==> src/rtl/mips_multicycle_control_pkg.sv <==
// Shared encodings for the multicycle MIPS control unit: FSM states, opcode/func
// fields, ALU operation codes and datapath mux selects.
package mips_ctrl_pkg;

    typedef enum logic [3:0] {
        S_FETCH   = 4'd0,
        S_DECODE  = 4'd1,
        S_MEMADR  = 4'd2,
        S_MEMRD   = 4'd3,
        S_MEMWB   = 4'd4,
        S_MEMWR   = 4'd5,
        S_EXEC    = 4'd6,
        S_WB      = 4'd7,
        S_BRANCH  = 4'd8,
        S_JUMP    = 4'd9,
        S_ILLEGAL = 4'd10
    } state_t;

    typedef enum logic [1:0] {
        CLS_R       = 2'd0,
        CLS_I       = 2'd1,
        CLS_ILLEGAL = 2'd2
    } op_class_t;

    localparam logic [5:0] OP_R    = 6'h00;
    localparam logic [5:0] OP_J    = 6'h02;
    localparam logic [5:0] OP_BEQ  = 6'h04;
    localparam logic [5:0] OP_BNE  = 6'h05;
    localparam logic [5:0] OP_ADDI = 6'h08;
    localparam logic [5:0] OP_ANDI = 6'h0c;
    localparam logic [5:0] OP_LUI  = 6'h0f;
    localparam logic [5:0] OP_LW   = 6'h23;
    localparam logic [5:0] OP_SW   = 6'h2b;

    localparam logic [5:0] FN_NOP = 6'h00;
    localparam logic [5:0] FN_ADD = 6'h20;
    localparam logic [5:0] FN_SUB = 6'h22;
    localparam logic [5:0] FN_NOR = 6'h27;
    localparam logic [5:0] FN_SLT = 6'h2a;

    localparam logic [3:0] ALU_AND = 4'b0000;
    localparam logic [3:0] ALU_ADD = 4'b0010;
    localparam logic [3:0] ALU_SUB = 4'b0110;
    localparam logic [3:0] ALU_SLT = 4'b0111;
    localparam logic [3:0] ALU_NOR = 4'b1100;
    localparam logic [3:0] ALU_LUI = 4'b1111;

    localparam logic [1:0] SRCB_REG     = 2'd0;
    localparam logic [1:0] SRCB_FOUR    = 2'd1;
    localparam logic [1:0] SRCB_IMM     = 2'd2;
    localparam logic [1:0] SRCB_IMM_SH2 = 2'd3;

    localparam logic [1:0] PCSRC_ALU    = 2'd0;
    localparam logic [1:0] PCSRC_ALUOUT = 2'd1;
    localparam logic [1:0] PCSRC_JUMP   = 2'd2;

endpackage

==> src/rtl/mips_multicycle_control_if.sv <==
// Instruction-register / datapath-control bundle between the multicycle datapath
// (master) and the control sequencer (slave).
interface mips_multicycle_control_if #(
    parameter int ALU_W = 4
);
    logic [5:0]       op_in;
    logic [5:0]       func_in;
    logic             zero_in;
    logic             mem_ready_in;
    logic             pcWrite_out;
    logic             irWrite_out;
    logic             iorD_out;
    logic             memRead_out;
    logic             memWrite_out;
    logic             memToReg_out;
    logic             regDst_out;
    logic             regWrite_out;
    logic             ALUSrcA_out;
    logic [1:0]       ALUSrcB_out;
    logic             extCntrl_out;
    logic [ALU_W-1:0] ALUCntrl_out;
    logic [1:0]       PCSource_out;
    logic             illegal_out;
    logic [3:0]       state_out;

    modport master (
        output op_in, func_in, zero_in, mem_ready_in,
        input  pcWrite_out, irWrite_out, iorD_out, memRead_out, memWrite_out,
               memToReg_out, regDst_out, regWrite_out, ALUSrcA_out, ALUSrcB_out,
               extCntrl_out, ALUCntrl_out, PCSource_out, illegal_out, state_out
    );

    modport slave (
        input  op_in, func_in, zero_in, mem_ready_in,
        output pcWrite_out, irWrite_out, iorD_out, memRead_out, memWrite_out,
               memToReg_out, regDst_out, regWrite_out, ALUSrcA_out, ALUSrcB_out,
               extCntrl_out, ALUCntrl_out, PCSource_out, illegal_out, state_out
    );
endinterface

==> src/rtl/mips_multicycle_control_alu_decode.sv <==
// Combinational op/func decoder: ALU operation plus R-type / I-type / illegal class.
// Shared by the DECODE legality check and the EXEC ALU select.
module mips_alu_decode
    import mips_ctrl_pkg::*;
(
    input  logic [5:0] i_op,
    input  logic [5:0] i_func,
    output logic [3:0] o_alu,
    output op_class_t  o_cls
);

    // Map opcode/func to ALU operation and instruction class
    always_comb begin
        o_alu = ALU_AND;
        o_cls = CLS_ILLEGAL;
        case (i_op)
            OP_R: begin
                case (i_func)
                    FN_ADD:  begin o_alu = ALU_ADD; o_cls = CLS_R; end
                    FN_SUB:  begin o_alu = ALU_SUB; o_cls = CLS_R; end
                    FN_NOR:  begin o_alu = ALU_NOR; o_cls = CLS_R; end
                    FN_SLT:  begin o_alu = ALU_SLT; o_cls = CLS_R; end
                    default: begin o_alu = ALU_AND; o_cls = CLS_ILLEGAL; end
                endcase
            end
            OP_ADDI: begin o_alu = ALU_ADD; o_cls = CLS_I; end
            OP_ANDI: begin o_alu = ALU_AND; o_cls = CLS_I; end
            OP_LUI:  begin o_alu = ALU_LUI; o_cls = CLS_I; end
            default: begin o_alu = ALU_AND; o_cls = CLS_ILLEGAL; end
        endcase
    end

endmodule

==> src/rtl/mips_multicycle_control.sv <==
// Multicycle MIPS control unit: Moore sequencer driving the shared-memory datapath,
// with optional memory wait handshake and illegal-instruction trap.
module mips_multicycle_control
    import mips_ctrl_pkg::*;
#(
    parameter int ALU_W           = 4,
    parameter bit MEM_HANDSHAKE   = 1'b1,
    parameter bit TRAP_ON_ILLEGAL = 1'b1
) (
    input  logic                     clk,
    input  logic                     reset,
    mips_multicycle_control_if.slave bus
);

    state_t     r_state;
    logic [5:0] r_op;
    logic [5:0] r_func;

    logic       w_ready;
    logic [5:0] w_dec_op;
    logic [5:0] w_dec_func;
    logic [3:0] w_dec_alu;
    op_class_t  w_dec_cls;

    logic       w_pc_write, w_ir_write, w_iord, w_mem_read, w_mem_write;
    logic       w_mem_to_reg, w_reg_dst, w_reg_write, w_src_a, w_ext, w_illegal;
    logic [1:0] w_src_b, w_pc_source;
    logic [3:0] w_alu;

    assign w_ready = bus.mem_ready_in | (MEM_HANDSHAKE == 1'b0);

    // In DECODE the instruction register is live; afterwards the latched copy is used.
    assign w_dec_op   = (r_state == S_DECODE) ? bus.op_in   : r_op;
    assign w_dec_func = (r_state == S_DECODE) ? bus.func_in : r_func;

    mips_alu_decode u_alu_decode (
        .i_op   (w_dec_op),
        .i_func (w_dec_func),
        .o_alu  (w_dec_alu),
        .o_cls  (w_dec_cls)
    );

    // State register, next-state sequencing and op/func latch
    always_ff @(posedge clk) begin
        if (reset) begin
            r_state <= S_FETCH;
            r_op    <= 6'd0;
            r_func  <= 6'd0;
        end else begin
            case (r_state)
                S_FETCH:  r_state <= w_ready ? S_DECODE : S_FETCH;
                S_DECODE: begin
                    r_op   <= bus.op_in;
                    r_func <= bus.func_in;
                    case (bus.op_in)
                        OP_LW, OP_SW:   r_state <= S_MEMADR;
                        OP_BEQ, OP_BNE: r_state <= S_BRANCH;
                        OP_J:           r_state <= S_JUMP;
                        default: begin
                            if ((bus.op_in == OP_R) && (bus.func_in == FN_NOP)) begin
                                r_state <= S_FETCH;
                            end else if (w_dec_cls != CLS_ILLEGAL) begin
                                r_state <= S_EXEC;
                            end else begin
                                r_state <= TRAP_ON_ILLEGAL ? S_ILLEGAL : S_FETCH;
                            end
                        end
                    endcase
                end
                S_MEMADR: begin
                    if (r_op == OP_LW) begin
                        r_state <= S_MEMRD;
                    end else if (r_op == OP_SW) begin
                        r_state <= S_MEMWR;
                    end else begin
                        r_state <= S_FETCH;
                    end
                end
                S_MEMRD:   r_state <= w_ready ? S_MEMWB : S_MEMRD;
                S_MEMWB:   r_state <= S_FETCH;
                S_MEMWR:   r_state <= w_ready ? S_FETCH : S_MEMWR;
                S_EXEC:    r_state <= S_WB;
                S_WB:      r_state <= S_FETCH;
                S_BRANCH:  r_state <= S_FETCH;
                S_JUMP:    r_state <= S_FETCH;
                S_ILLEGAL: r_state <= S_ILLEGAL;
                default:   r_state <= S_FETCH;
            endcase
        end
    end

    // Moore output decode from the registered state
    always_comb begin
        w_pc_write   = 1'b0;
        w_ir_write   = 1'b0;
        w_iord       = 1'b0;
        w_mem_read   = 1'b0;
        w_mem_write  = 1'b0;
        w_mem_to_reg = 1'b0;
        w_reg_dst    = 1'b0;
        w_reg_write  = 1'b0;
        w_src_a      = 1'b0;
        w_src_b      = SRCB_REG;
        w_ext        = 1'b0;
        w_alu        = ALU_AND;
        w_pc_source  = PCSRC_ALU;
        w_illegal    = 1'b0;
        case (r_state)
            S_FETCH: begin
                w_mem_read = 1'b1;
                w_src_b    = SRCB_FOUR;
                w_alu      = ALU_ADD;
                w_ir_write = w_ready;
                w_pc_write = w_ready;
            end
            S_DECODE: begin
                w_src_b = SRCB_IMM_SH2;
                w_alu   = ALU_ADD;
                w_ext   = 1'b1;
            end
            S_MEMADR: begin
                w_src_a = 1'b1;
                w_src_b = SRCB_IMM;
                w_ext   = 1'b1;
                w_alu   = ALU_ADD;
            end
            S_MEMRD: begin
                w_mem_read = 1'b1;
                w_iord     = 1'b1;
            end
            S_MEMWB: begin
                w_reg_write  = 1'b1;
                w_mem_to_reg = 1'b1;
            end
            S_MEMWR: begin
                w_mem_write = 1'b1;
                w_iord      = 1'b1;
            end
            S_EXEC: begin
                w_src_a = 1'b1;
                w_alu   = w_dec_alu;
                if (r_op == OP_R) begin
                    w_src_b = SRCB_REG;
                end else begin
                    w_src_b = SRCB_IMM;
                    w_ext   = (r_op == OP_ADDI);
                end
            end
            S_WB: begin
                w_reg_write = 1'b1;
                w_reg_dst   = (r_op == OP_R);
            end
            S_BRANCH: begin
                w_src_a     = 1'b1;
                w_src_b     = SRCB_REG;
                w_alu       = ALU_SUB;
                w_pc_source = PCSRC_ALUOUT;
                w_pc_write  = ((r_op == OP_BEQ) & bus.zero_in) |
                              ((r_op == OP_BNE) & ~bus.zero_in);
            end
            S_JUMP: begin
                w_pc_write  = 1'b1;
                w_pc_source = PCSRC_JUMP;
            end
            S_ILLEGAL: w_illegal = 1'b1;
            default:   w_illegal = 1'b0;
        endcase
    end

    // Reset suppresses every write strobe and the trap flag regardless of state.
    assign bus.pcWrite_out  = w_pc_write  & ~reset;
    assign bus.irWrite_out  = w_ir_write  & ~reset;
    assign bus.memRead_out  = w_mem_read  & ~reset;
    assign bus.memWrite_out = w_mem_write & ~reset;
    assign bus.regWrite_out = w_reg_write & ~reset;
    assign bus.illegal_out  = w_illegal   & ~reset;
    assign bus.iorD_out     = w_iord;
    assign bus.memToReg_out = w_mem_to_reg;
    assign bus.regDst_out   = w_reg_dst;
    assign bus.ALUSrcA_out  = w_src_a;
    assign bus.ALUSrcB_out  = w_src_b;
    assign bus.extCntrl_out = w_ext;
    assign bus.ALUCntrl_out = ALU_W'(w_alu);
    assign bus.PCSource_out = w_pc_source;
    assign bus.state_out    = r_state;

endmodule

==> src/flat_wrapper.sv <==
// flat-port wrapper written by rule: the top's interface ports become plain ports
module mips_multicycle_control_flat import mips_ctrl_pkg::*;
#(
    parameter int ALU_W           = 4,
    parameter bit MEM_HANDSHAKE   = 1'b1,
    parameter bit TRAP_ON_ILLEGAL = 1'b1
)
  (clk, reset, bus_op_in, bus_func_in, bus_zero_in, bus_mem_ready_in, bus_pcWrite_out, bus_irWrite_out, bus_iorD_out, bus_memRead_out, bus_memWrite_out, bus_memToReg_out, bus_regDst_out, bus_regWrite_out, bus_ALUSrcA_out, bus_ALUSrcB_out, bus_extCntrl_out, bus_ALUCntrl_out, bus_PCSource_out, bus_illegal_out, bus_state_out);
  mips_multicycle_control_if #(.ALU_W(ALU_W)) bus_i ();
  input  logic clk;
  input  logic reset;
  input wire logic [$bits(bus_i.op_in)-1:0] bus_op_in;
  input wire logic [$bits(bus_i.func_in)-1:0] bus_func_in;
  input wire logic [$bits(bus_i.zero_in)-1:0] bus_zero_in;
  input wire logic [$bits(bus_i.mem_ready_in)-1:0] bus_mem_ready_in;
  output wire logic [$bits(bus_i.pcWrite_out)-1:0] bus_pcWrite_out;
  output wire logic [$bits(bus_i.irWrite_out)-1:0] bus_irWrite_out;
  output wire logic [$bits(bus_i.iorD_out)-1:0] bus_iorD_out;
  output wire logic [$bits(bus_i.memRead_out)-1:0] bus_memRead_out;
  output wire logic [$bits(bus_i.memWrite_out)-1:0] bus_memWrite_out;
  output wire logic [$bits(bus_i.memToReg_out)-1:0] bus_memToReg_out;
  output wire logic [$bits(bus_i.regDst_out)-1:0] bus_regDst_out;
  output wire logic [$bits(bus_i.regWrite_out)-1:0] bus_regWrite_out;
  output wire logic [$bits(bus_i.ALUSrcA_out)-1:0] bus_ALUSrcA_out;
  output wire logic [$bits(bus_i.ALUSrcB_out)-1:0] bus_ALUSrcB_out;
  output wire logic [$bits(bus_i.extCntrl_out)-1:0] bus_extCntrl_out;
  output wire logic [$bits(bus_i.ALUCntrl_out)-1:0] bus_ALUCntrl_out;
  output wire logic [$bits(bus_i.PCSource_out)-1:0] bus_PCSource_out;
  output wire logic [$bits(bus_i.illegal_out)-1:0] bus_illegal_out;
  output wire logic [$bits(bus_i.state_out)-1:0] bus_state_out;
  assign bus_i.op_in = bus_op_in;
  assign bus_i.func_in = bus_func_in;
  assign bus_i.zero_in = bus_zero_in;
  assign bus_i.mem_ready_in = bus_mem_ready_in;
  assign bus_pcWrite_out = bus_i.pcWrite_out;
  assign bus_irWrite_out = bus_i.irWrite_out;
  assign bus_iorD_out = bus_i.iorD_out;
  assign bus_memRead_out = bus_i.memRead_out;
  assign bus_memWrite_out = bus_i.memWrite_out;
  assign bus_memToReg_out = bus_i.memToReg_out;
  assign bus_regDst_out = bus_i.regDst_out;
  assign bus_regWrite_out = bus_i.regWrite_out;
  assign bus_ALUSrcA_out = bus_i.ALUSrcA_out;
  assign bus_ALUSrcB_out = bus_i.ALUSrcB_out;
  assign bus_extCntrl_out = bus_i.extCntrl_out;
  assign bus_ALUCntrl_out = bus_i.ALUCntrl_out;
  assign bus_PCSource_out = bus_i.PCSource_out;
  assign bus_illegal_out = bus_i.illegal_out;
  assign bus_state_out = bus_i.state_out;
  mips_multicycle_control #(.ALU_W(ALU_W), .MEM_HANDSHAKE(MEM_HANDSHAKE), .TRAP_ON_ILLEGAL(TRAP_ON_ILLEGAL)) u_core (.clk(clk), .reset(reset), .bus(bus_i));
endmodule
==> config.mk <==
export PLATFORM = sky130hd
export DESIGN_NAME = mips_multicycle_control_flat
export DESIGN_NICKNAME = d
export VERILOG_FILES = /design/src/rtl/mips_multicycle_control_pkg.sv /design/src/rtl/mips_multicycle_control_if.sv /design/src/rtl/mips_multicycle_control_alu_decode.sv /design/src/rtl/mips_multicycle_control.sv /design/src/flat_wrapper.sv
export SDC_FILE = /design/constraint.sdc
export NUM_CORES = 1
export LEC_CHECK = 0
export ABC_AREA = 1
export BUFFER_PORTS_ARGS = -buffer_cell sky130_fd_sc_hd__buf_2
export CAP_MARGIN = 20
export CORE_MARGIN = 8
export CORE_UTILIZATION = 30
export CTS_BUF_LIST = sky130_fd_sc_hd__clkbuf_8
export DETAILED_ROUTE_END_ITERATION = 6
export PLACE_DENSITY = 0.53
export SETUP_SLACK_MARGIN = 0.5
export SYNTH_ARGS = -nofsm -noshare
export SYNTH_HDL_FRONTEND = slang
export SYNTH_HIERARCHICAL = 1
export SYNTH_SLANG_ARGS = --single-unit
==> constraint.sdc <==
create_clock -name clk -period 1.9 [get_ports clk]
set_input_delay 0 -clock clk [delete_from_list [all_inputs] [get_ports clk]]
set_output_delay 0 -clock clk [all_outputs]
set_load 0.01 [all_outputs]
==> impl_metrics.env <==
export IMPL_status="finished with violations"
export IMPL_violations="setup timing"
export IMPL_worstSetupStartpoint="u_core/bus.state_out[1]"
export IMPL_cts_root_buf="clkbuf_8"
export IMPL_syn_area_mm2=0.001330
export IMPL_ys_ff_latch=16
export IMPL_synth_top_area_share_pct=24.08
export IMPL_drt_pre_antenna_iters=4
export IMPL_clkTransAtPathRegs_ns=0.06
export IMPL_power_leakage_nw=1.160
export IMPL_synth_most_common_cell="nor2_1"
export IMPL_period_needed_ns=2.124
export IMPL_synthTopCellsByCount="nor2_1 (53), inv_1 (42), nand2_1 (38)"
export IMPL_ant_nets=0
export IMPL_hold_buffers=0
export IMPL_skew_ns=0.0006719
export IMPL_multi_input_area_mm2=0.001005
export IMPL_drtIter0Drc=62
export IMPL_worst_slack_ns=-0.2237
export IMPL_p_per_area_mw_per_mm2=831.0
export IMPL_clk_insertion_delay_late_ns=0.25
export IMPL_total_power_mw=1.777
export IMPL_path_class="register to output pin"
export IMPL_gr_total_overflow=0
export IMPL_critPathRequiredTime_ns=1.90
export IMPL_hold_path_class="input pin to register"
export IMPL_cts_tree="built"
export IMPL_avgViaCountPerCell=4.535
export IMPL_fin_nets=326
export IMPL_cp_end_kind="output pin"
export IMPL_rsz0062_at_grt="yes"
export IMPL_port_buffers=38
export IMPL_synth_edf_count=0
export IMPL_grt_usage_pct=12.80
export IMPL_synth_distinct_cells=27
export IMPL_fin_crit_sh_pct=111.8
export IMPL_ios=39
export IMPL_die_x_um=82.59
export IMPL_drc_errors=0
export IMPL_synth_ff_type="dfxtp_1"
export IMPL_synthArstFlopShare_pct=0
export IMPL_vias=1637
export IMPL_area_delta_synth_final_pct=60.77
export IMPL_drive_above_1_share_pct=53.07
export IMPL_grt_max_degree=23
export IMPL_setup_viol=6
export IMPL_arrival_ns=2.12
export IMPL_max_cap_violations=0
export IMPL_antenna_found_initial=0
export IMPL_final_max_slew_viol_count=0
export IMPL_cts_sinks=16
export IMPL_wl_per_cell_um=11.81
export IMPL_slew_headroom_pct=67.97
export IMPL_min_from="bus_op_in[5]"
export IMPL_cts_max_level=1
export IMPL_start_util_pct=30.76
export IMPL_register_area_um2=332.8
export IMPL_syn_avg_cell_area_um2=5.758
export IMPL_reg2reg_from="u_core/bus.state_out[2]"
export IMPL_antenna_cells=0
export IMPL_seq_area_frac_synth_pct=24.08
export IMPL_numCtsBuffers=3
export IMPL_fin_cells=361
export IMPL_die_h_um=82.59
export IMPL_gp_congestion=0.8543
export IMPL_synth_top_cell_by_area="dfxtp_1"
export IMPL_cts_buffer_depth=2
export IMPL_synth_nets=247
export IMPL_die_area_mm2=0.006820
export IMPL_ir_drop_mv=0.4637
export IMPL_fill_cells=481
export IMPL_critPathMaxFanout=5
export IMPL_grt_pass1_vias=1589
export IMPL_worst_slew_pin_slew_ns=0.4804
export IMPL_hpwl_mm=3.268
export IMPL_hold_viol=0
export IMPL_syn_instance_count=231
export IMPL_fp_row_count=24
export IMPL_wl_mm=4.265
export IMPL_yosys_warnings=6
export IMPL_max_freq_mhz=470.9
export IMPL_grt_pass1_wl_mm=7.003
export IMPL_place_inst=347
export IMPL_startpoint_type="register"
export IMPL_synth_area_leaders="dfxtp_1 (24%), nor2_1 (15%), inv_1 (12%)"
export IMPL_fp_coreArea_mm2=0.004324
## power breakdown
group | internal [mW] | switching [mW] | total, mW
sequential | 0.385 | 0.0317 | 0.417
clock | 0.143 | 0.121 | 0.265
combinational | 0.517 | 0.579 | 1.10
total | 1.05 | 0.732 | 1.78
## flip-flops by register name (all words and copies together), names as in the netlist
signal                flops
u_core/r_func             6
u_core/r_op               6
u_core/bus.state_out      4
## final timing paths
check	endpoint	slack, ns	depth (start not counted)
worst max register to register	u_core/bus.state_out[2]	-0.17	18
worst max-delay path	bus_ALUCntrl_out[2]	-0.22	15
worst min-delay path	u_core/r_op[5]	0.03	3
worst min register to register	u_core/r_func[3]	0.59	3
## kinds of logic after synthesis
| group | count (synthesis) | share of synthesized area, % |
|---|---|---|
| xor gates and xnor gates | 1 | 0.6586 |
| buffers and inverters | 49 | 15.15 |
| AOI/OAI and AO/OA | 24 | 10.91 |
| DFF | 16 | 24.08 |
| and+or+nand+nor | 141 | 49.20 |
## critical path, stage by stage, from the launching register on
cell     delay [ns]
dfxtp_4        0.34
inv_2          0.04
nand2_4        0.11
nor2_4         0.08
buf_6          0.11
or2_4          0.22
o21ai_2        0.07
inv_2          0.07
nor2_4         0.14
buf_4          0.12
nand3_1        0.06
or2_1          0.24
nand3_2        0.06
nand2_1        0.06
nand2_2        0.06
buf_6          0.09
## metrics by stage
stage | hold slack [ns] | area (um^2) | setup WS, ns | util (%) | TNS [ns]
global route | 0.05645 | 2138 | -0.3745 | 49.45 | -2.121
CTS | 0.02720 | 1957 | -0.2499 | 45.25 | -1.321
finish | 0.02884 | 2138 | -0.2237 | 49.45 | -1.177
floorplan | 0.05026 | 1368 | 0.02331 | - | 0
global placement | 0.2866 | 1818 | -0.1395 | 42.04 | -0.5323
detailed placement | 0.3000 | 1818 | -0.1852 | 42.04 | -0.6586
## cell usage in the layout (no fill, tap or decap), types with 4 or more instances in the layout
cell     count
buf_4       34
o21ai_1      5
nor2_2      10
dfxtp_1     12
o21ai_2      9
or2_4        6
inv_2       15
nand3_1     14
nor2_4      10
buf_6        7
nor2_1      41
nand2_2      7
nand3_2      7
or2_2        4
buf_2       36
inv_1       28
nand2_1     31
a21oi_2      4
## final cells by class
cell class	count	share of cell area [%]
multi-input cells	167	46.99
repair buffers	77	24.05
flip-flops and latches	16	15.56
inverters	45	8.250
well taps	52	3.043
clock buffers	3	1.931
clock inverters	1	0.1755
## what timing repair did
item                       in CTS  in global routing
pin swaps                       7                 15
cloned                          1                  0
gates resized for setup        18                 50
setup endpoints to repair      12                 17
setup buffers                   5                  4
## routing by layer
layer,GRT usage [%],wire length (um),up-vias
li1,-,-,876
met1,15.35,1897,723
met2,22.55,2030,36
met3,3.030,328,2
met4,2.759,8,0
met5,0,0,-
No activity file was read; power rests on OpenSTA's default activity.
